### src/rtl/restoring_divider_pkg.sv
// rtl/restoring_divider_pkg.sv - shared state encodings and counter sizing for restoring_divider
package restoring_divider_pkg;

  typedef enum logic [1:0] {
    ST_IDLE = 2'd0,
    ST_RUN  = 2'd1,
    ST_DONE = 2'd2
  } state_t;

  // Iteration counter must hold the value N itself, hence N+1 codes.
  function automatic int cnt_width(input int n);
    return $clog2(n + 1);
  endfunction

endpackage

### src/rtl/restoring_divider_trial_subtractor.sv
// rtl/restoring_divider_trial_subtractor.sv - W-bit a-b as a full-adder chain, b inverted, carry-in 1
module trial_subtractor #(
  parameter int W = 5
) (
  input  logic [W-1:0] a,
  input  logic [W-1:0] b,
  output logic [W-1:0] diff,
  output logic         no_borrow
);

  logic [W:0] carry;

  assign carry[0] = 1'b1;

  // One full-adder cell per bit; carry-out of the top cell is 1 when a >= b.
  for (genvar i = 0; i < W; i++) begin : g_fa
    logic b_inv;
    assign b_inv      = ~b[i];
    assign diff[i]    = a[i] ^ b_inv ^ carry[i];
    assign carry[i+1] = (a[i] & b_inv) | (carry[i] & (a[i] ^ b_inv));
  end

  assign no_borrow = carry[W];

endmodule

### src/rtl/restoring_divider.sv
// rtl/restoring_divider.sv - sequential unsigned restoring divider, one quotient bit per clock; optional DIVZERO_CHECK_EN
module restoring_divider #(
  parameter int N = 8,
  parameter int M = 4
) (
  input  logic         clk,
  input  logic         reset,
  input  logic         start,
  input  logic [N-1:0] dividend,
  input  logic [M-1:0] divisor,
  output logic         busy,
  output logic         done,
  output logic [N-1:0] quotient,
  output logic [M-1:0] remainder,
  output logic         div_by_zero
);

  import restoring_divider_pkg::*;

  localparam int CW = cnt_width(N);

  state_t         state;
  state_t         state_next;
  logic [M-1:0]   r_reg;
  logic [N-1:0]   q_reg;
  logic [M-1:0]   d_reg;
  logic [CW-1:0]  cnt;

  logic [M:0]     trial;
  logic [M:0]     diff;
  logic           no_borrow;
  logic [M-1:0]   r_next;
  logic [N-1:0]   q_next;
  logic           last_iter;
  logic           zero_div;
  logic           diff_unused;

  // Partial remainder with the next dividend bit shifted in.
  assign trial = {r_reg, q_reg[N-1]};

  trial_subtractor #(.W(M + 1)) u_sub (
    .a         (trial),
    .b         ({1'b0, d_reg}),
    .diff      (diff),
    .no_borrow (no_borrow)
  );

  // When the difference is kept it is below the divisor, so its top bit is always zero.
  assign diff_unused = diff[M];
  assign r_next      = no_borrow ? diff[M-1:0] : trial[M-1:0];
  assign q_next      = {q_reg[N-2:0], no_borrow};
  assign last_iter   = (cnt == CW'(1));

`ifdef DIVZERO_CHECK_EN
  assign zero_div = (divisor == '0);
`else
  assign zero_div = 1'b0;
`endif

  // State register.
  always_ff @(posedge clk) begin
    if (reset) begin
      state <= ST_IDLE;
    end else begin
      state <= state_next;
    end
  end

  // Next-state and status outputs.
  always_comb begin
    state_next = state;
    busy       = 1'b0;
    done       = 1'b0;
    case (state)
      ST_IDLE: begin
        if (start) begin
          state_next = zero_div ? ST_DONE : ST_RUN;
        end
      end
      ST_RUN: begin
        busy = 1'b1;
        if (last_iter) begin
          state_next = ST_DONE;
        end
      end
      ST_DONE: begin
        busy       = 1'b1;
        done       = 1'b1;
        state_next = ST_IDLE;
      end
      default: begin
        state_next = ST_IDLE;
      end
    endcase
  end

`ifdef DIVZERO_CHECK_EN
  logic dbz_reg;
  assign div_by_zero = dbz_reg;
`else
  assign div_by_zero = 1'b0;
`endif

  // Operand capture, iteration datapath and result registers.
  always_ff @(posedge clk) begin
    if (reset) begin
      r_reg     <= '0;
      q_reg     <= '0;
      d_reg     <= '0;
      cnt       <= '0;
      quotient  <= '0;
      remainder <= '0;
`ifdef DIVZERO_CHECK_EN
      dbz_reg   <= 1'b0;
`endif
    end else begin
      case (state)
        ST_IDLE: begin
          if (start) begin
            r_reg <= '0;
            q_reg <= dividend;
            d_reg <= divisor;
            cnt   <= CW'(N);
`ifdef DIVZERO_CHECK_EN
            dbz_reg <= zero_div;
            if (zero_div) begin
              quotient  <= '1;
              remainder <= '0;
            end
`endif
          end
        end
        ST_RUN: begin
          r_reg <= r_next;
          q_reg <= q_next;
          cnt   <= cnt - CW'(1);
          if (last_iter) begin
            quotient  <= q_next;
            remainder <= r_next;
          end
        end
        default: begin
        end
      endcase
    end
  end

endmodule

### config.mk
export PLATFORM = sky130hd
export DESIGN_NAME = restoring_divider
export DESIGN_NICKNAME = d
export VERILOG_FILES = /design/src/rtl/restoring_divider_pkg.sv /design/src/rtl/restoring_divider_trial_subtractor.sv /design/src/rtl/restoring_divider.sv
export SDC_FILE = /design/constraint.sdc
export NUM_CORES = 1
export LEC_CHECK = 0
export BUFFER_PORTS_ARGS = -buffer_cell sky130_fd_sc_hd__buf_2
export CAP_MARGIN = 15
export CORE_ASPECT_RATIO = 1.5
export CORE_MARGIN = 2
export CORE_UTILIZATION = 55
export CTS_CLUSTER_DIAMETER = 80
export DETAILED_ROUTE_END_ITERATION = 6
export PLACE_DENSITY = 0.79
export SETUP_SLACK_MARGIN = 0.5
export SYNTH_ARGS = -nofsm -noshare
export SYNTH_HDL_FRONTEND = slang
export SYNTH_SLANG_ARGS = --single-unit
### constraint.sdc
create_clock -name clk -period 3.53 [get_ports clk]
set_input_delay 0 -clock clk [delete_from_list [all_inputs] [get_ports clk]]
set_output_delay 0 -clock clk [all_outputs]
set_load 0.03 [all_outputs]
==> results.txt, run 1 <==
Row Count: 24
leakage power: 0.782 nW
1st-pass router iterations: 4
Tightest Pin Transition: 0.968 ns
max_slew headroom: 0.355
die height: 72.2 µm
IO Pins: 30
FMAX: 0.371 GHz
final hold vios: 0
power density of the placed cells: 486 mW/mm²
final worst path period need: 2.69 ns
Top delay family on crit path: adder cells
commonest non-fill, non-tap cell in the layout: dfxtp_1
Post-DP HPWL: 2.37 mm
Yosys reg bits: 34
critical setup path kind: flip-flop to flip-flop
number of buffers and inverters on the critical path: 1
Post-Syn Area: 0.00170 mm²
initial antenna violation count: 0
GRT Overall Usage: 0.205
syn_area_per_cell: 9.16 µm²
distinct cell type count after synthesis: 37
Die Wd: 49.5 µm
CTS buffer count: 5
first-pass GRT wire length: 5.49 mm
fin crit share: 0.763
critical path arrival: 2.90 ns
Mapped Cells: 186
worst-path cell chain: inv_1 -> ha_1 -> fa_1 -> fa_1 -> fa_1 -> nand2b_1 -> mux2i_1 -> nand2_1 -> a21oi_1
setup_tns: 0 ns
Clk Tree Root Cell: clkbuf_8
Mapped Nets: 210
TritonCTS Sinks: 34
critical path's slowest cell: fa_1
final RePlAce weighted congestion: 0.810
DP Area: 0.00179 mm²
outcome: complete, no violations
Yosys warnings: 0
finished layout cell area: 0.00192 mm²
DR vias: 1340
GRT overflow: 0
Antenna Cells: 0
H-tree depth: 2
critical path peak fanout: 5
Worst Hold Class: input port to flip-flop
final antenna-violating net count: 0
Max-cap violations: 0
share of cells above drive strength 1: 0.245
skew final: 0.00437 ns
Clock Path Buffers: 2
Core Box Area: 0.00294 mm²
CTS tree: done
most frequent CP cell: fa_1
Post-Route WL: 3.26 mm
DRC violations left: 0
max-slew violations: 0
most frequent cells in the layout: 34 x dfxtp_1, 30 x nand2_1, 28 x buf_2
number of global-route vias before repair: 1338
Power Total: 0.934 mW
Area growth syn-to-layout: 12.8%
CP Launch Type: flip-flop
Setup crit end kind: flip-flop
Critical Path RT: 3.74 ns
CP max stage delay: 0.41 ns
nets: 235
Peak VDD IR: 349 µV
post-DR wirelength/cell: 13.0 µm
vias per cell: 5.34
worst-skew pair later-pin latency: 0.29 ns
sequential area share after synthesis: 0.399
RSZ-0062 raised after global routing: false
largest net degree at the start of global routing: 35
# port buffers: 28
worst hold margin: 0.0402 ns
Initial DRC Count: 23
clk slew on worst S/H paths: 0.07 ns
Initial Utilization: 0.579
die area: 0.00357 mm²
final setup fails: 0
final cells by class:
type	count	area, µm²
fillers	258	1020
clock buffers	7	86.3
inverters	10	37.5
multi-input cells	128	885
well taps	39	48.8
clock inverters	1	5.00
flip-flops and latches	34	681
repair buffers	32	180
stage by stage:
stage | util | instances | setup slack, ns
finish | 0.653 | 251 | 0.838
global route | 0.653 | 251 | 0.662
CTS | 0.653 | 251 | 0.846
detailed placement | 0.609 | 239 | 0.876
global placement | 0.609 | 239 | 1.06
floorplan | - | 186 | 1.07
tightest hold or removal path, stage by stage:
cell and delay [ns]:
buf_2 0.09, o211ai_2 0.08, a21oi_2 0.12
synth_stat cells:
library cell | number | area share
a211oi_2 | 8 | 0.059
a21oi_1 | 19 | 0.056
a21oi_2 | 1 | 0.0051
a22oi_1 | 5 | 0.022
and2_0 | 1 | 0.0037
and2_1 | 1 | 0.0037
buf_2 | 3 | 0.0088
buf_4 | 4 | 0.018
buf_6 | 1 | 0.0066
buf_8 | 2 | 0.018
clkbuf_1 | 4 | 0.0088
conb_1 | 1 | 0.0022
dfxtp_1 | 34 | 0.40
fa_1 | 3 | 0.035
ha_1 | 6 | 0.044
inv_1 | 10 | 0.022
mux2i_1 | 12 | 0.070
nand2_1 | 30 | 0.066
nand2b_1 | 1 | 0.0037
nand2b_4 | 1 | 0.0081
nand3_1 | 5 | 0.015
nand3b_1 | 1 | 0.0044
nand4_1 | 1 | 0.0037
nor2_1 | 16 | 0.035
nor2_2 | 1 | 0.0037
nor2_4 | 1 | 0.0066
nor2_8 | 1 | 0.012
nor2b_4 | 1 | 0.0081
nor3_1 | 4 | 0.012
nor3_2 | 1 | 0.0059
nor3b_2 | 1 | 0.0073
o211ai_2 | 1 | 0.0073
o21ai_0 | 1 | 0.0029
o21ai_1 | 1 | 0.0029
o311ai_1 | 1 | 0.0051
or3_1 | 1 | 0.0037
or3b_1 | 1 | 0.0051
kinds of logic after synthesis:
group / count (synthesis) / share of synthesized area
other: 1 / 0.00220
AND/OR/NAND/NOR: 69 / 0.207
buffers and inverters: 24 / 0.0815
multiplexers: 12 / 0.0705
adder cells (fa/ha/maj): 9 / 0.0793
flip-flops: 34 / 0.399
AO/OA/AOI/OAI: 37 / 0.160
final timing paths:
kind / from / to / slack [ns] / depth (start not counted)
hold reg to reg: remainder[1]$_SDFFE_PP0P_ / remainder[1]$_SDFFE_PP0P_ / 0.45 / 2
hold / removal: dividend[0] / q_reg[0]$_SDFFE_PP0P_ / 0.04 / 3
setup / recovery: q_reg[7]$_SDFFE_PP0P_ / remainder[0]$_SDFFE_PP0P_ / 0.84 / 9
setup reg to reg: q_reg[7]$_SDFFE_PP0P_ / remainder[0]$_SDFFE_PP0P_ / 0.84 / 9
power breakdown:
part | internal, mW | switching [mW] | total [mW]
Combinational | 0.0840 | 0.124 | 0.208
Sequential | 0.411 | 0.0228 | 0.433
Clock | 0.157 | 0.135 | 0.293
timing repair:
| action | CTS | global route |
|---|---|---|
| hold buffers | 4 | 0 |
| resized for setup | 0 | 0 |
| setup buffers | 0 | 0 |
| hold endpoints to repair | 4 | 0 |
per-layer routing:
metal  GRT usage  vias to the layer above  wire, µm
li1            -                      670         -
met4       0.139                        0       109
met2       0.372                       30      1690
met1       0.196                      629      1330
met3      0.0638                       11       130
met5           0                        -         0
No activity file was read; power rests on OpenSTA's default activity.
==> inputs of run 2 (changes only) <==
clock period = 2.7 ns   (was 3.53 ns; I/O delays follow)
==> run 2 against run 1 <==
Compared with the run above: hold slack got worse by 0.027 ns; global-route usage grew 0.24 points; clock-buffer cell count is the same; setup slack got worse by 0.43 ns; sequential power up 31%; critical path type unchanged.
==> results.txt, run 2 (synthesis gave the netlist of run 1 again) <==
outcome: complete, no violations
register area: 682 µm² (+0.18%)
critical path peak fanout: 5 (unchanged)
Antenna Cells: 0 (unchanged)
CP max stage delay: 0.38 ns (-0.03 ns)
Critical Path RT: 2.91 ns (-0.83 ns)
initial antenna violation count: 0 (unchanged)
nets: 236 (+0.43%)
# fillers: 248 (-3.9%)
most frequent cells in the layout: 33 x dfxtp_1, 30 x nand2_1, 28 x buf_2
DR vias: 1357 (+1.3%)
worst-skew pair later-pin latency: 0.28 ns (about the same)
final hold vios: 0 (unchanged)
DRC violations left: 0 (unchanged)
# port buffers: 28 (unchanged)
Initial DRC Count: 24 (+4.3%)
final RePlAce weighted congestion: 0.812 (+0.25%)
Area growth syn-to-layout: 15.1%
Peak VDD IR: 400 µV (+15%)
clk slew on worst S/H paths: 0.06 ns (about the same)
number of global-route vias before repair: 1321 (-1.3%)
Top delay family on crit path: adder cells
die height: 72.2 µm (unchanged)
FMAX: 0.436 GHz (+17%)
final setup fails: 0 (unchanged)
power density of the placed cells: 619 mW/mm² (+27%)
largest net degree at the start of global routing: 35 (unchanged)
post-DR wirelength/cell: 13.0 µm (+0.15%)
GRT overflow: 0 (unchanged)
commonest non-fill, non-tap cell in the layout: dfxtp_1
CP Launch Type: flip-flop
vias per cell: 5.41 (+1.3%)
Worst Hold Class: input port to flip-flop
number of buffers and inverters on the critical path: 1 (unchanged)
RSZ-0062 raised after global routing: true
CTS tree: done
share of cells above drive strength 1: 0.292 (+0.0472)
leakage power: 0.775 nW (-0.94%)
area occupied by multi-input gates: 932 µm² (+5.4%)
first-pass GRT wire length: 5.72 mm (+4.2%)
critical setup path kind: flip-flop to flip-flop
TritonCTS Sinks: 34 (unchanged)
skew final: 0.00649 ns (+0.00212 ns)
IO Pins: 30 (unchanged)
Post-DP HPWL: 2.37 mm (unchanged)
GRT Overall Usage: 0.208 (+0.00245)
Tightest Pin Transition: 0.702 ns (-0.266 ns)
Die Wd: 49.5 µm (unchanged)
fin crit share: 0.849 (+0.0865)
die area: 0.00357 mm² (unchanged)
critical path's slowest cell: fa_2
Post-Route WL: 3.26 mm (+0.15%)
final antenna-violating net count: 0 (unchanged)
Power Total: 1.21 mW (+30%)
Clk Tree Root Cell: clkbuf_8
Setup crit end kind: flip-flop
Row Count: 24 (unchanged)
max-slew violations: 0 (unchanged)
setup_tns: 0 ns (unchanged)
CTS buffer count: 5 (unchanged)
1st-pass router iterations: 4 (unchanged)
Max-cap violations: 0 (unchanged)
Initial Utilization: 0.579 (unchanged)
most frequent CP cell: fa_2
final worst path period need: 2.29 ns (-0.400 ns)
max_slew headroom: 0.532 (+0.177)
Clock Path Buffers: 2 (unchanged)
critical path arrival: 2.51 ns (-0.39 ns)
worst-path cell chain: inv_2 -> ha_4 -> fa_2 -> fa_2 -> fa_2 -> nand2b_4 -> mux2i_4 -> a22oi_1 -> nor2_1
Core Box Area: 0.00294 mm² (unchanged)
H-tree depth: 2 (unchanged)
==> run 2: cell count changes in the layout (fill, tap and decap cells not counted), moves of 2 or more <==
cell | previous run | this run
fa_2 | 0 | 3
a21oi_1 | 19 | 17
buf_4 | 0 | 2
fa_1 | 3 | 0
a21oi_2 | 1 | 3
==> run 2: per-layer routing <==
layer	share of wire	vias to the layer above	wire length (µm)	global-route usage
li1	-	673	-	-
met1	0.42	643	1360	0.236
met2	0.52	32	1710	0.366
met3	0.037	9	121	0.0391
met4	0.021	0	70	0.111
met5	0	-	0	0
==> run 2: final cells by class <==
cell class,instances,area share
multi-input cells,128,0.475
clock buffers,7,0.0389
inverters,10,0.0191
repair buffers,33,0.0944
flip-flops and latches,34,0.348
well taps,39,0.0249
==> run 2: timing repair <==
action                                 4_1_cts  5_1_grt
setup endpoints to repair                    8        8
setup buffers                                1        0
pin swaps                                    1        1
endpoints found under the hold margin        3        0
hold buffers                                 3        0
gates resized for setup                      6        3
gates cloned                                 0        0
==> run 2: path summary, 6_finish.rpt <==
check / startpoint / to / slack (ns) / cells after the start
min reg2reg: quotient[2]$_SDFFE_PP0P_ / quotient[2]$_SDFFE_PP0P_ / 0.45 / 2
min: divisor[1] / d_reg[1]$_SDFFE_PP0P_ / 0.01 / 3
max reg2reg: q_reg[7]$_SDFFE_PP0P_ / r_reg[0]$_SDFFE_PP0P_ / 0.41 / 9
max: q_reg[7]$_SDFFE_PP0P_ / r_reg[0]$_SDFFE_PP0P_ / 0.41 / 9
==> run 2: worst register-to-register path, cell delays in order (launching register included) <==
cell	delay, ns
dfxtp_2	0.33
inv_2	0.05
ha_4	0.15
fa_2	0.34
fa_2	0.35
fa_2	0.38
nand2b_4	0.14
mux2i_4	0.26
a22oi_1	0.11
nor2_1	0.13
==> run 2: per-stage QoR <==
stage / util / cell area (µm²) / instances / worst slack (ns) / hold slack, ns
floorplan: - / 1720 / 186 / 0.508 / 0.147
global placement: 0.615 / 1810 / 240 / 0.382 / 0.257
detailed placement: 0.615 / 1810 / 240 / 0.283 / 0.274
CTS: 0.661 / 1950 / 251 / 0.432 / 0.00888
global route: 0.667 / 1960 / 251 / 0.311 / 0.0209
finish: 0.667 / 1960 / 251 / 0.407 / 0.0129
==> run 2: power by group <==
group	internal [mW]	leakage (nW)	switching (mW)
sequential	0.537	0.278	0.0306
clock	0.177	0.0383	0.169
combinational	0.128	0.459	0.171
total	0.843	0.775	0.371
==> inputs of run 3 (changes only) <==
CORE_UTILIZATION = 49   (was 55)
PLACE_DENSITY = 0.74   (was 0.79)
clock period = 2.1 ns   (was 2.7 ns; I/O delays follow)
==> run 3 against run 2 <==
Compared with the run above: the flow now finishes with violations (setup timing); total power up 40%; via count up 1.7%; utilization down 3.7 points; setup slack worse by 0.59 ns; combinational power up 57%; highest routed layer unchanged.
==> results.txt, run 3 (synthesis gave the netlist of run 1 again) <==
outcome: finished, violations left
failing checks: setup timing
DRC violations left: 0 (unchanged)
Die Wd: 52.2 µm (+5.5%)
number of global-route vias before repair: 1359 (+2.9%)
final non-filler cell total: 267 (+6.4%)
Hold Path End: q_reg[0]$_SDFFE_PP0P_
worst-skew pair later-pin latency: 0.29 ns (about the same)
Clock Path Buffers: 2 (unchanged)
nets: 248 (+5.1%)
critical path peak fanout: 5 (unchanged)
die area: 0.00398 mm² (+11%)
largest net degree at the start of global routing: 35 (unchanged)
max_slew headroom: 0.493 (-0.0389)
CP Launch Type: flip-flop
max-slew violations: 0 (unchanged)
Antenna Cells: 0 (unchanged)
fin crit share: 1.09 (+0.237)
Peak VDD IR: 541 µV (+35%)
Clk Tree Root Cell: clkbuf_8
share of cells above drive strength 1: 0.373 (+0.0809)
Hold Startpoint: dividend[0]
# port buffers: 28 (unchanged)
TritonCTS Sinks: 34 (unchanged)
most frequent cells in the layout: 32 x dfxtp_1, 30 x nand2_1, 28 x buf_2
setup_tns: -1.37 ns (-1.37 ns)
commonest non-fill, non-tap cell in the layout: dfxtp_1
hold-critical path depth: 3 (unchanged)
Setup crit end kind: flip-flop
placed instance count: 245 (+2.1%)
final core utilization: 0.630 (-0.0369)
GRT overflow: 0 (unchanged)
clk slew on worst S/H paths: 0.07 ns (about the same)
post-DR wirelength/cell: 13.5 µm (+3.8%)
final RePlAce weighted congestion: 0.764 (-5.9%)
IO Pins: 30 (unchanged)
die height: 76.2 µm (+5.6%)
Power Total: 1.70 mW (+40%)
Core Box Area: 0.00338 mm² (+15%)
final setup fails: 9 (+9)
Initial DRC Count: 12 (-50%)
Reg2Reg Setup Slack: -0.18 ns (-0.59 ns)
finished layout cell area: 0.00213 mm² (+8.6%)
Area growth syn-to-layout: 25.0%
Post-DP HPWL: 2.26 mm (-4.9%)
reg2reg path depth: 9 (unchanged)
Worst Hold Class: input port to flip-flop
worst reg2reg startpoint: q_reg[7]$_SDFFE_PP0P_
DP Area: 0.00184 mm² (+1.7%)
skew final: 0.00451 ns (-0.00198 ns)
final worst path period need: 2.28 ns (-0.0125 ns)
RSZ-0062 raised after global routing: true
Post-Route WL: 3.60 mm (+10%)
CTS tree: done
initial antenna violation count: 0 (unchanged)
vias per cell: 5.17 (-4.4%)
CTS buffer count: 5 (unchanged)
final worst setup slack: -0.180 ns (-0.588 ns)
Tightest Pin Transition: 0.760 ns (+0.0584 ns)
GRT Overall Usage: 0.191 (-0.0171)
first-pass GRT wire length: 5.72 mm (unchanged)
final antenna-violating net count: 0 (unchanged)
power density of the placed cells: 797 mW/mm² (+29%)
1st-pass router iterations: 4 (unchanged)
critical setup path kind: flip-flop to flip-flop
worst reg2reg path endpoint: remainder[3]$_SDFFE_PP0P_
final hold vios: 0 (unchanged)
DR vias: 1380 (+1.7%)
leakage power: 0.848 nW (+9.4%)
Initial Utilization: 0.504 (-0.0754)
critical path arrival: 2.49 ns (-0.02 ns)
Row Count: 26 (+8.3%)
FMAX: 0.439 GHz (+0.55%)
Critical Path RT: 2.31 ns (-0.60 ns)
H-tree depth: 2 (unchanged)
Max-cap violations: 0 (unchanged)
-- run 3: cell types whose count changed in the layout (fill, tap and decap cells not counted), sizes merged --
cell | previous run | this run
buf | 30 | 41
clkinv | 0 | 1
dlygate4sd3 | 3 | 4
-- run 3: per-stage QoR --
stage / worst slack (ns) / hold slack [ns]
detailed placement: -0.260 / 0.262
global placement: -0.199 / 0.256
CTS: -0.130 / 0.00126
global route: -0.310 / 0.0314
finish: -0.180 / 0.0109
floorplan: -0.0620 / 0.147
-- run 3: cell type report --
class	count	area, µm²
fillers	311	1250
well taps	42	52.6
repair buffers	45	289
multi-input cells	128	977
flip-flops and latches	34	683
inverters	10	37.5
clock buffers	7	86.3
clock inverters	1	5.00
-- run 3: worst max-delay path by stage --
stage | startpoint | end | slack [ns]
6_report | q_reg[7]$_SDFFE_PP0P_ | remainder[3]$_SDFFE_PP0P_ | -0.18
5_1_grt | q_reg[7]$_SDFFE_PP0P_ | remainder[3]$_SDFFE_PP0P_ | -0.31
4_1_cts | q_reg[7]$_SDFFE_PP0P_ | remainder[0]$_SDFFE_PP0P_ | -0.13
3_5_place_dp | q_reg[7]$_SDFFE_PP0P_ | remainder[0]$_SDFFE_PP0P_ | -0.26
3_3_place_gp | q_reg[7]$_SDFFE_PP0P_ | remainder[0]$_SDFFE_PP0P_ | -0.20
2_1_floorplan | q_reg[7]$_SDFFE_PP0P_ | remainder[1]$_SDFFE_PP0P_ | -0.06
-- run 3: where the power goes --
group | internal (mW) | total [mW] | switching [mW] | leakage (nW)
combinational | 0.228 | 0.468 | 0.240 | 0.521
clock | 0.264 | 0.499 | 0.234 | 0.0482
sequential | 0.691 | 0.732 | 0.0408 | 0.278
-- run 3: repair_timing --
| action | 4_1_cts | 5_1_grt |
|---|---|---|
| pin swaps | 3 | 7 |
| hold endpoints to repair | 4 | 0 |
| hold buffers | 4 | 0 |
| setup buffers | 2 | 8 |
| resized for setup | 8 | 13 |
| endpoints found under the setup margin | 28 | 23 |
-- run 3: critical path, stage by stage (launching register included) --
cell      delay (ns)
dfxtp_2         0.33
inv_2           0.05
ha_4            0.15
fa_2            0.33
fa_2            0.34
fa_2            0.37
nand2b_4        0.15
mux2i_4         0.24
nand2_1         0.08
a21oi_1         0.15
-- run 3: routing by layer --
| layer | up-vias | track usage | share of wire |
|---|---|---|---|
| met5 | - | 0 | 0 |
| met2 | 31 | 0.323 | 0.52 |
| met4 | 0 | 0.105 | 0.024 |
| met1 | 642 | 0.198 | 0.41 |
| met3 | 8 | 0.0647 | 0.041 |
| li1 | 699 | - | - |
